### src/rtl/pipeline_stall_ctrl_pkg.sv
// pipeline_stall_ctrl_pkg: shared pipeline state encoding and drain-length default
package pipeline_stall_ctrl_pkg;
  typedef enum logic [2:0] {
    S_IDLE   = 3'd0,
    S_RUN    = 3'd1,
    S_STEP   = 3'd2,
    S_DRAIN  = 3'd3,
    S_HALTED = 3'd4
  } state_t;
  localparam int DRAIN_CYCLES_DEF = 4;
endpackage

### src/rtl/pipeline_stall_ctrl.sv
// pipeline_stall_ctrl: per-stage pipeline controls from stall/branch plus run/step/halt sequencing
module pipeline_stall_ctrl
  import pipeline_stall_ctrl_pkg::*;
#(
  parameter int DRAIN_CYCLES = DRAIN_CYCLES_DEF,
  parameter int MAX_STALL    = 15,
  parameter int CNT_W        = 16
) (
  input  logic             i_clk,
  input  logic             i_rst_n,
  input  logic             i_stall,
  input  logic             i_branch_taken,
  input  logic             i_halt_id,
  input  logic             i_dbg_run,
  input  logic             i_dbg_step,
  input  logic             i_dbg_pause,
  input  logic             i_dbg_clear,
  output logic             o_pipe_en,
  output logic             o_pc_write,
  output logic             o_if_id_write,
  output logic             o_if_id_flush,
  output logic             o_id_ex_bubble,
  output logic             o_halted,
  output logic             o_wdog_err,
  output logic [CNT_W-1:0] o_stall_count
);
  localparam int DW = $clog2(DRAIN_CYCLES + 1);
  localparam int SW = $clog2(MAX_STALL + 1);
  state_t           state_q, state_d;
  logic [DW-1:0]    drain_q, drain_d;
  logic [SW-1:0]    consec_q, consec_d;
  logic [CNT_W-1:0] cnt_q, cnt_d;
  logic             wdog_q, wdog_d;
  logic             active, trip, halt_go;
  always_comb begin
    active         = state_q == S_RUN || state_q == S_STEP;
    trip           = active && i_stall && consec_q == SW'(MAX_STALL - 1);
    halt_go        = active && !i_stall && i_halt_id;
    o_pipe_en      = active || state_q == S_DRAIN;
    o_pc_write     = active && !i_stall && !i_halt_id;
    o_if_id_write  = active && !i_stall;
    o_if_id_flush  = (active && !i_stall && (i_halt_id || i_branch_taken)) || state_q == S_DRAIN;
    o_id_ex_bubble = active && i_stall;
    o_halted       = state_q == S_HALTED;
    o_wdog_err     = wdog_q;
    o_stall_count  = cnt_q;
    cnt_d          = (o_id_ex_bubble && cnt_q != '1) ? cnt_q + 1'b1 : cnt_q;
    consec_d       = active ? ((i_stall && !trip) ? consec_q + 1'b1 : '0) : consec_q;
    wdog_d         = wdog_q | trip;
    drain_d        = (state_q == S_DRAIN && drain_q != '0) ? drain_q - 1'b1 : drain_q;
    state_d        = state_q;
    case (state_q)
      S_IDLE:   state_d = i_dbg_run ? S_RUN : i_dbg_step ? S_STEP : S_IDLE;
      S_RUN, S_STEP: begin
        if (trip) state_d = S_HALTED;
        else if (halt_go) begin
          state_d = S_DRAIN;
          drain_d = DW'(DRAIN_CYCLES - 1);
        end
        else if (state_q == S_STEP || i_dbg_pause) state_d = S_IDLE;
      end
      S_DRAIN:  state_d = (drain_q == '0) ? S_HALTED : S_DRAIN;
      S_HALTED: if (i_dbg_clear) begin
        state_d  = S_IDLE;
        cnt_d    = '0;
        wdog_d   = 1'b0;
        consec_d = '0;
      end
      default:  state_d = S_IDLE;
    endcase
  end
  always_ff @(posedge i_clk or negedge i_rst_n) begin
    if (!i_rst_n) begin
      state_q  <= S_IDLE;
      drain_q  <= '0;
      consec_q <= '0;
      cnt_q    <= '0;
      wdog_q   <= 1'b0;
    end else begin
      state_q  <= state_d;
      drain_q  <= drain_d;
      consec_q <= consec_d;
      cnt_q    <= cnt_d;
      wdog_q   <= wdog_d;
    end
  end
endmodule

### config.mk
export PLATFORM = sky130hd
export DESIGN_NAME = pipeline_stall_ctrl
export DESIGN_NICKNAME = d
export VERILOG_FILES = /design/src/rtl/pipeline_stall_ctrl_pkg.sv /design/src/rtl/pipeline_stall_ctrl.sv
export SDC_FILE = /design/constraint.sdc
export NUM_CORES = 1
export LEC_CHECK = 0
export CORE_MARGIN = 2
export CORE_UTILIZATION = 40
export DETAILED_ROUTE_END_ITERATION = 10
export SYNTH_ARGS = -nofsm -noshare
export SYNTH_HDL_FRONTEND = slang
export SYNTH_SLANG_ARGS = --single-unit
export TNS_END_PERCENT = 10
### constraint.sdc
create_clock -name i_clk -period 2 [get_ports i_clk]
set_input_delay 0.4 -clock i_clk [delete_from_list [all_inputs] [get_ports i_clk]]
set_output_delay 0.4 -clock i_clk [all_outputs]
set_load 0.005 [all_outputs]
==> flow_summary.toml <==
[status]
status = "finished with violations"
violations = "negative setup slack"

[setup_path]
start_kind = "flip-flop"
arrival_ps = 1640
path_class = "reg -> out"
cpLargestDelayFamily = "buffers and inverters"
worst-r2r-cell-count = 5
critPathBufInv = 3
path_cells = "buf_4 > nor2_2 > buf_4 > nor2_1 > clkdlybuf4s50_1"
cpMostUsedCell = "buf_4"
cp.depth = 5
max_stage_delay_ps = 500
end_kind = "primary output"
r2r_slack_ps = 110
critPathRequiredTime_ps = 1600
worstPathMaxFanout = 6
cp_slowest_cell = "clkdlybuf4s50_1"

[detailed_routing]
ant_nets = 0
remaining_drc_errors = 0
drtPass1Iterations = 4
avgRoutedWirePerCell_um = 14.3
viasPerCell = 5.48
initialDrtViolationCount = 143
via_count = 1530
routed_wl_um = 3980

[synthesis]
syn_avg_cell_area_um2 = 9.24
async_flop_share = 1.00
synth_warnings = 0
ys_seq_elements = 27
yosysMostFrequentCell = "dfrtp_1"
synth_area_leader_cell = "dfrtp_1"
synth_nets = 192
synthTopCellsByCount = "dfrtp_1 (27), nand2_1 (19), a21oi_1 (11), nand3_1 (10)"
synth_edf_count = 0
synth_top_cells_by_area = "dfrtp_1 (41%), nand2_1 (4.3%), ha_1 (3.8%)"
synth.top_cell.area_share = 0.411
syn_area_mm2 = 0.00164
ys_types = 43
ys_seq_area_frac = 0.411
netlist_instances = 178
ys.flop_type = "dfrtp_1"

[clock_tree]
cts_root_buf = "clkbuf_8"
cts_buffers = 3
cts_tree = "built"
insertion_delay_ps = 280
htree_levels = 1
cts_num_sinks = 27
clk_path_buf_depth = 2
clk_pin_slew_ps = 100

[timing]
rsz0062_at_grt = "true"
slew_violations = 0
finalWorstSetupSlack_ps = -44.4
slew_headroom = 0.751
setup-violations-final = 2
setup_tns_ps = -69.3
fin_worst_skew_ps = 10.3
max_freq_mhz = 489
report.final.hold_viol_count = 0
min_period_over_period = 1.02
hold_slack_ps = 485
tightestPinTransition_ps = 368
period_needed_ps = 2040

[global_routing]
grt_pass1_wl_um = 6460
grt_pass1_vias = 1422
grt_overflow_total = 0
track_usage = 0.184
grt_start_max_net_pins = 28
antenna_found_initial = 0

[floorplan]
io_pins = 32
coreArea_mm2 = 0.00397
die_area_mm2 = 0.00464
die_w_um = 68.1
num_rows = 23
die_height_um = 68.1
start_util = 0.414

[finish]
diodes = 0
drive_gt1_frac = 0.183
fin_nets = 244
multiInputGateArea_um2 = 892
fin_util = 0.556
syn_to_final_growth_pct = 34.4
final_cell_area_mm2 = 0.00221
fillers = 366
seqCellArea_um2 = 676

[power_and_ir_drop]
total_power_mw = 2.26
switching_power_mw = 0.850
power_density_mw_per_mm2 = 1020
ir_worst_vdd_uv = 616
p_leak_nw = 0.955
p_sw_frac = 0.375
pwr-share-clk = 0.136
power_frac_seq = 0.359
p_int_mw = 1.42
combPwrFrac = 0.505

[placement]
post_dp_cell_area_mm2 = 0.00214
port_buffers = 31
dp_hpwl_um = 3000
routabilityCongestion = 0.829

[job]
maxCapViolCount = 0

[worst_hold_path]
min_path_type = "in -> async"
==> cells by family after synthesis <==
kind of cell	after synthesis	synth area share
AOI/OAI and AO/OA	39	0.165
xor gates and xnor gates	3	0.0206
adders and majority gates	5	0.0381
buffers and inverters	18	0.0578
DFF	27	0.411
muxes	5	0.0304
and+or+nand+nor	81	0.277
==> path summary, 6_finish.rpt <==
check / start / to
min reg2reg: drain_q[0] / drain_q[0]
max: state_q[0] / o_pipe_en
max reg2reg: o_stall_count[1] / o_stall_count[14]
max in group asynchronous: i_rst_n / o_stall_count[0]
min in group i_clk: drain_q[0] / drain_q[0]
min: i_rst_n / consec_q[1]
==> power by group through the flow <==
| stage | logic, mW | registers [mW] | clock network, mW |
|---|---|---|---|
| 2_1_floorplan | 0.590 | 0.782 | 0 |
| 3_3_place_gp | 1.06 | 0.798 | 0 |
| 3_5_place_dp | 1.12 | 0.812 | 0 |
| 4_1_cts | 1.12 | 0.803 | 0.318 |
| 5_1_grt | 1.27 | 0.832 | 0.344 |
| 6_report | 1.14 | 0.813 | 0.309 |
==> metrics by stage <==
stage	setup WS [ps]	instances
floorplan	129	178
global placement	-284	274
detailed placement	-312	274
CTS	-158	278
global route	-138	279
finish	-44.4	279
==> cell usage in the layout (no fill, tap or decap), drive strengths merged, types with 2 or more instances in the layout <==
master / netlist / layout
nand2b: 9 / 9
mux2i: 5 / 5
nor4b: 2 / 2
buf: 4 / 25
or4: 5 / 5
ha: 5 / 5
dlygate4sd2: 0 / 3
o21ai: 5 / 5
o21a: 2 / 2
dlymetal6s2s: 0 / 2
nand4: 4 / 4
o211ai: 2 / 2
a21oi: 11 / 11
a31oi: 2 / 2
clkbuf: 5 / 3
and3: 3 / 3
a311o: 2 / 2
nand2: 20 / 20
nor2: 8 / 8
xnor2: 2 / 2
dfrtp: 27 / 27
or3: 3 / 3
o311ai: 4 / 4
inv: 9 / 9
clkdlybuf4s50: 0 / 26
nand3: 10 / 10
o31ai: 8 / 8
nor3: 6 / 6
nor4: 5 / 5
==> metal layers <==
| metal | global-route usage | part of all wire | up-vias |
|---|---|---|---|
| met1 | 0.237 | 0.47 | 732 |
| met3 | 0.0411 | 0.039 | 2 |
| li1 | - | - | 759 |
| met2 | 0.319 | 0.49 | 37 |
| met4 | 0.0300 | 0.0048 | 0 |
| met5 | 0 | 0 | - |
==> sequential cells by signal, summed over array words and instances, names as in the netlist <==
| signal | count |
|---|---|
| o_stall_count | 16 |
| drain_q | 3 |
| o_wdog_err | 1 |
| consec_q | 4 |
| state_q | 3 |
==> timing repair <==
| action | in CTS | in global routing |
|---|---|---|
| gates resized for setup | 5 | 5 |
| endpoints found under the setup margin | 6 | 8 |
| buffers inserted | 0 | 1 |
| pin swaps | 0 | 2 |
| hold buffers | 0 | 0 |
==> layout make-up <==
cell class,instances,share of cell area
clock inverter,1,0.00227
sequential,27,0.306
tap,50,0.0283
multi-input combinational,133,0.404
inverter,9,0.0153
timing repair buffer,56,0.226
clock buffer,3,0.0187
(Power assumes the default switching activity.)
==> patch (config.mk and constraints unchanged) <==
The package constant `DRAIN_CYCLES_DEF` goes from 4 to 2.
--- a/src/rtl/pipeline_stall_ctrl_pkg.sv
+++ b/src/rtl/pipeline_stall_ctrl_pkg.sv
@@ -7,6 +7,6 @@
     S_DRAIN  = 3'd3,
     S_HALTED = 3'd4
   } state_t;
-  localparam int DRAIN_CYCLES_DEF = 4;
+  localparam int DRAIN_CYCLES_DEF = 2;
 endpackage
 
Formal check against the unedited RTL: not equivalent (Yosys sat finds a counterexample within 10 cycles, from zero or initial values and one cycle with i_rst_n low).
==> patch against the unedited design <==
Sequential cell count down 1; design area down 3.7%; sequential power down 4.6%; core utilization up 2.0 points; critical path depth down 1; clock skew down 0.0085 ns; non-clock buffer count down 1; critical path type unchanged; largest cell class unchanged; first-iteration DRC count down 27%; total power down 4.4%; routed wire length down 1.1%; synthesized area down 5.6%; synthesized cell count down 1.7%; the run still ends with setup timing left; worst setup slack worse by 0.017 ns.
==> patch: results (changes against the unedited design) <==
Logic synthesis:
- The count of different cell masters after synthesis was 41 (was 43).
- The proportion of synthesized chip area in sequential cells is 41.9% (was 41.1%).
- List of most frequent post-synthesis cells: 26 x dfrtp_1, 21 x nand2_1, 16 x nor2_1, 8 x nand3_1, 8 x nand4_1 (was 27 x dfrtp_1, 19 x nand2_1, 11 x a21oi_1, 10 x nand3_1).

Global route:
- The number of global-route vias before repair is 1,514 (was 1,422).
- The aggregate global-route resource usage came to 19.7% (was 18.4%).
- The pin count of the biggest net entering global routing was 27 (was 28).
- The wire length of the first global-routing pass came to 6780 um (was 6460 um).

Critical path:
- The worst reg2reg path startpoint is state_q[1] (was o_stall_count[1]).
- The data arrival time of the worst path is 1.66 ns (was 1.64 ns).
- The number of cells on the worst reg-to-reg path was 4 (was 5).
- The peak fanout along the critical path is 4 (was 6).
- The worst reg-to-reg setup slack was 0.20 ns (was 0.11 ns).

Final layout:
- The number of fill cells in the layout was 348 (was 366).

Pwr:
- The leakage power summed over all cells is 0.960 nW (was 0.955 nW).

Drt:
- The number of DRC markers after the initial detailed-route iteration came to 105 (was 143).
- The routed wire length per instance is 14.3 um (about the same).
- The routed via count divided by cell count was 5.62 (was 5.48).

Placement:
- The last weighted congestion value of the routability-driven placer is 0.860 (was 0.829).
- The half-perimeter wire length after placement is 3010 um (was 3000 um).

Timing:
- The setup slack after layout is -0.0611 ns (was -0.0444 ns).
- The worst relative slew slack was 73.9% (was 75.1%).
- The number of failing setup endpoints in the final timing report was 2 (unchanged).
- The worst-case clock skew was 0.00186 ns (was 0.0103 ns).

Run status:
- Result of the run: finished with violations (unchanged).
- Violated checks: setup timing (unchanged).

Clock network:
- The clock network latency to the later pin of the worst-skew pair came to 0.26 ns (was 0.28 ns).
[patch: changes by cell type after synthesis, sizes merged, moves of 3 or more]
cell / unedited run / this run
a31o: 0 / 3
or4: 5 / 2
a21oi: 11 / 7
nor2: 8 / 16
buf: 4 / 0
nand2b: 9 / 5
nand4: 4 / 8
and2: 0 / 4
o31ai: 8 / 4
o311ai: 4 / 0
[patch: cell families (layout without fill, tap and decap cells)]
logic type / after synthesis / count (layout) / synth area share, %
mux: 7 / 7 / 4.59
fa+ha+maj: 4 / 4 / 3.22
simple gates: 88 / 88 / 29.9
flops: 26 / 26 / 41.9
compound gates: 34 / 34 / 15.6
buf+inv: 13 / 65 / 3.14
xor+xnor: 3 / 3 / 1.69
[patch: area by class of cell]
type / instances / area share, %
inverters: 7 / 1.24
repair buffers: 55 / 23.1
clock buffers: 3 / 1.94
flip-flops and latches: 26 / 30.6
multi-input cells: 136 / 40.2
well taps: 48 / 2.82
[patch: worst reg2reg max path: stages (launching register included)]
cell     delay [ns]
dfrtp_1        0.42
xnor2_1        0.16
or4_4          0.53
or4_1          0.47
a21oi_1        0.15
[patch: metal layers]
layer / part of all wire [%] / GRT usage [%] / vias up
met1: 47 / 25.4 / 731
met4: 1.3 / 6.89 / 0
met2: 47 / 33.3 / 54
met3: 4.3 / 3.24 / 6
met5: 0 / 0 / -
li1: - / - / 755
[patch: worst max-delay path by stage]
stage                     slack, ns       start                 to
final                         -0.06  state_q[0]      o_if_id_write
after global routing          -0.18  state_q[0]      o_if_id_write
after CTS                     -0.15  state_q[1]         o_pc_write
after detailed placement      -0.32     i_stall  o_stall_count[11]
after global placement        -0.26     i_stall     o_id_ex_bubble
after floorplan                0.08     i_stall  o_stall_count[11]
[patch: what timing repair did]
item	CTS	global route
setup buffers	0	0
pin swaps	0	1
endpoints found under the setup margin	7	4
resized for setup	4	3
[patch: power by group]
group / total [W] / internal [W] / leakage (nW) / switching (W)
combinational: 0.00109 / 0.000585 / 0.595 / 0.000508
clock: 0.000296 / 0.000135 / 0.0216 / 0.000161
sequential: 0.000776 / 0.000650 / 0.344 / 0.000126
[patch: metrics by stage]
stage	area [sq um]	hold slack (ns)	std cells	worst slack, ns	TNS [ns]
4_1_cts	2120	0.509	275	-0.149	-0.273
3_5_place_dp	2080	0.491	272	-0.324	-2.48
3_3_place_gp	2080	0.484	272	-0.261	-1.94
5_1_grt	2130	0.523	275	-0.175	-0.353
2_1_floorplan	1550	0.104	175	0.0849	0
6_report	2130	0.494	275	-0.0611	-0.0895
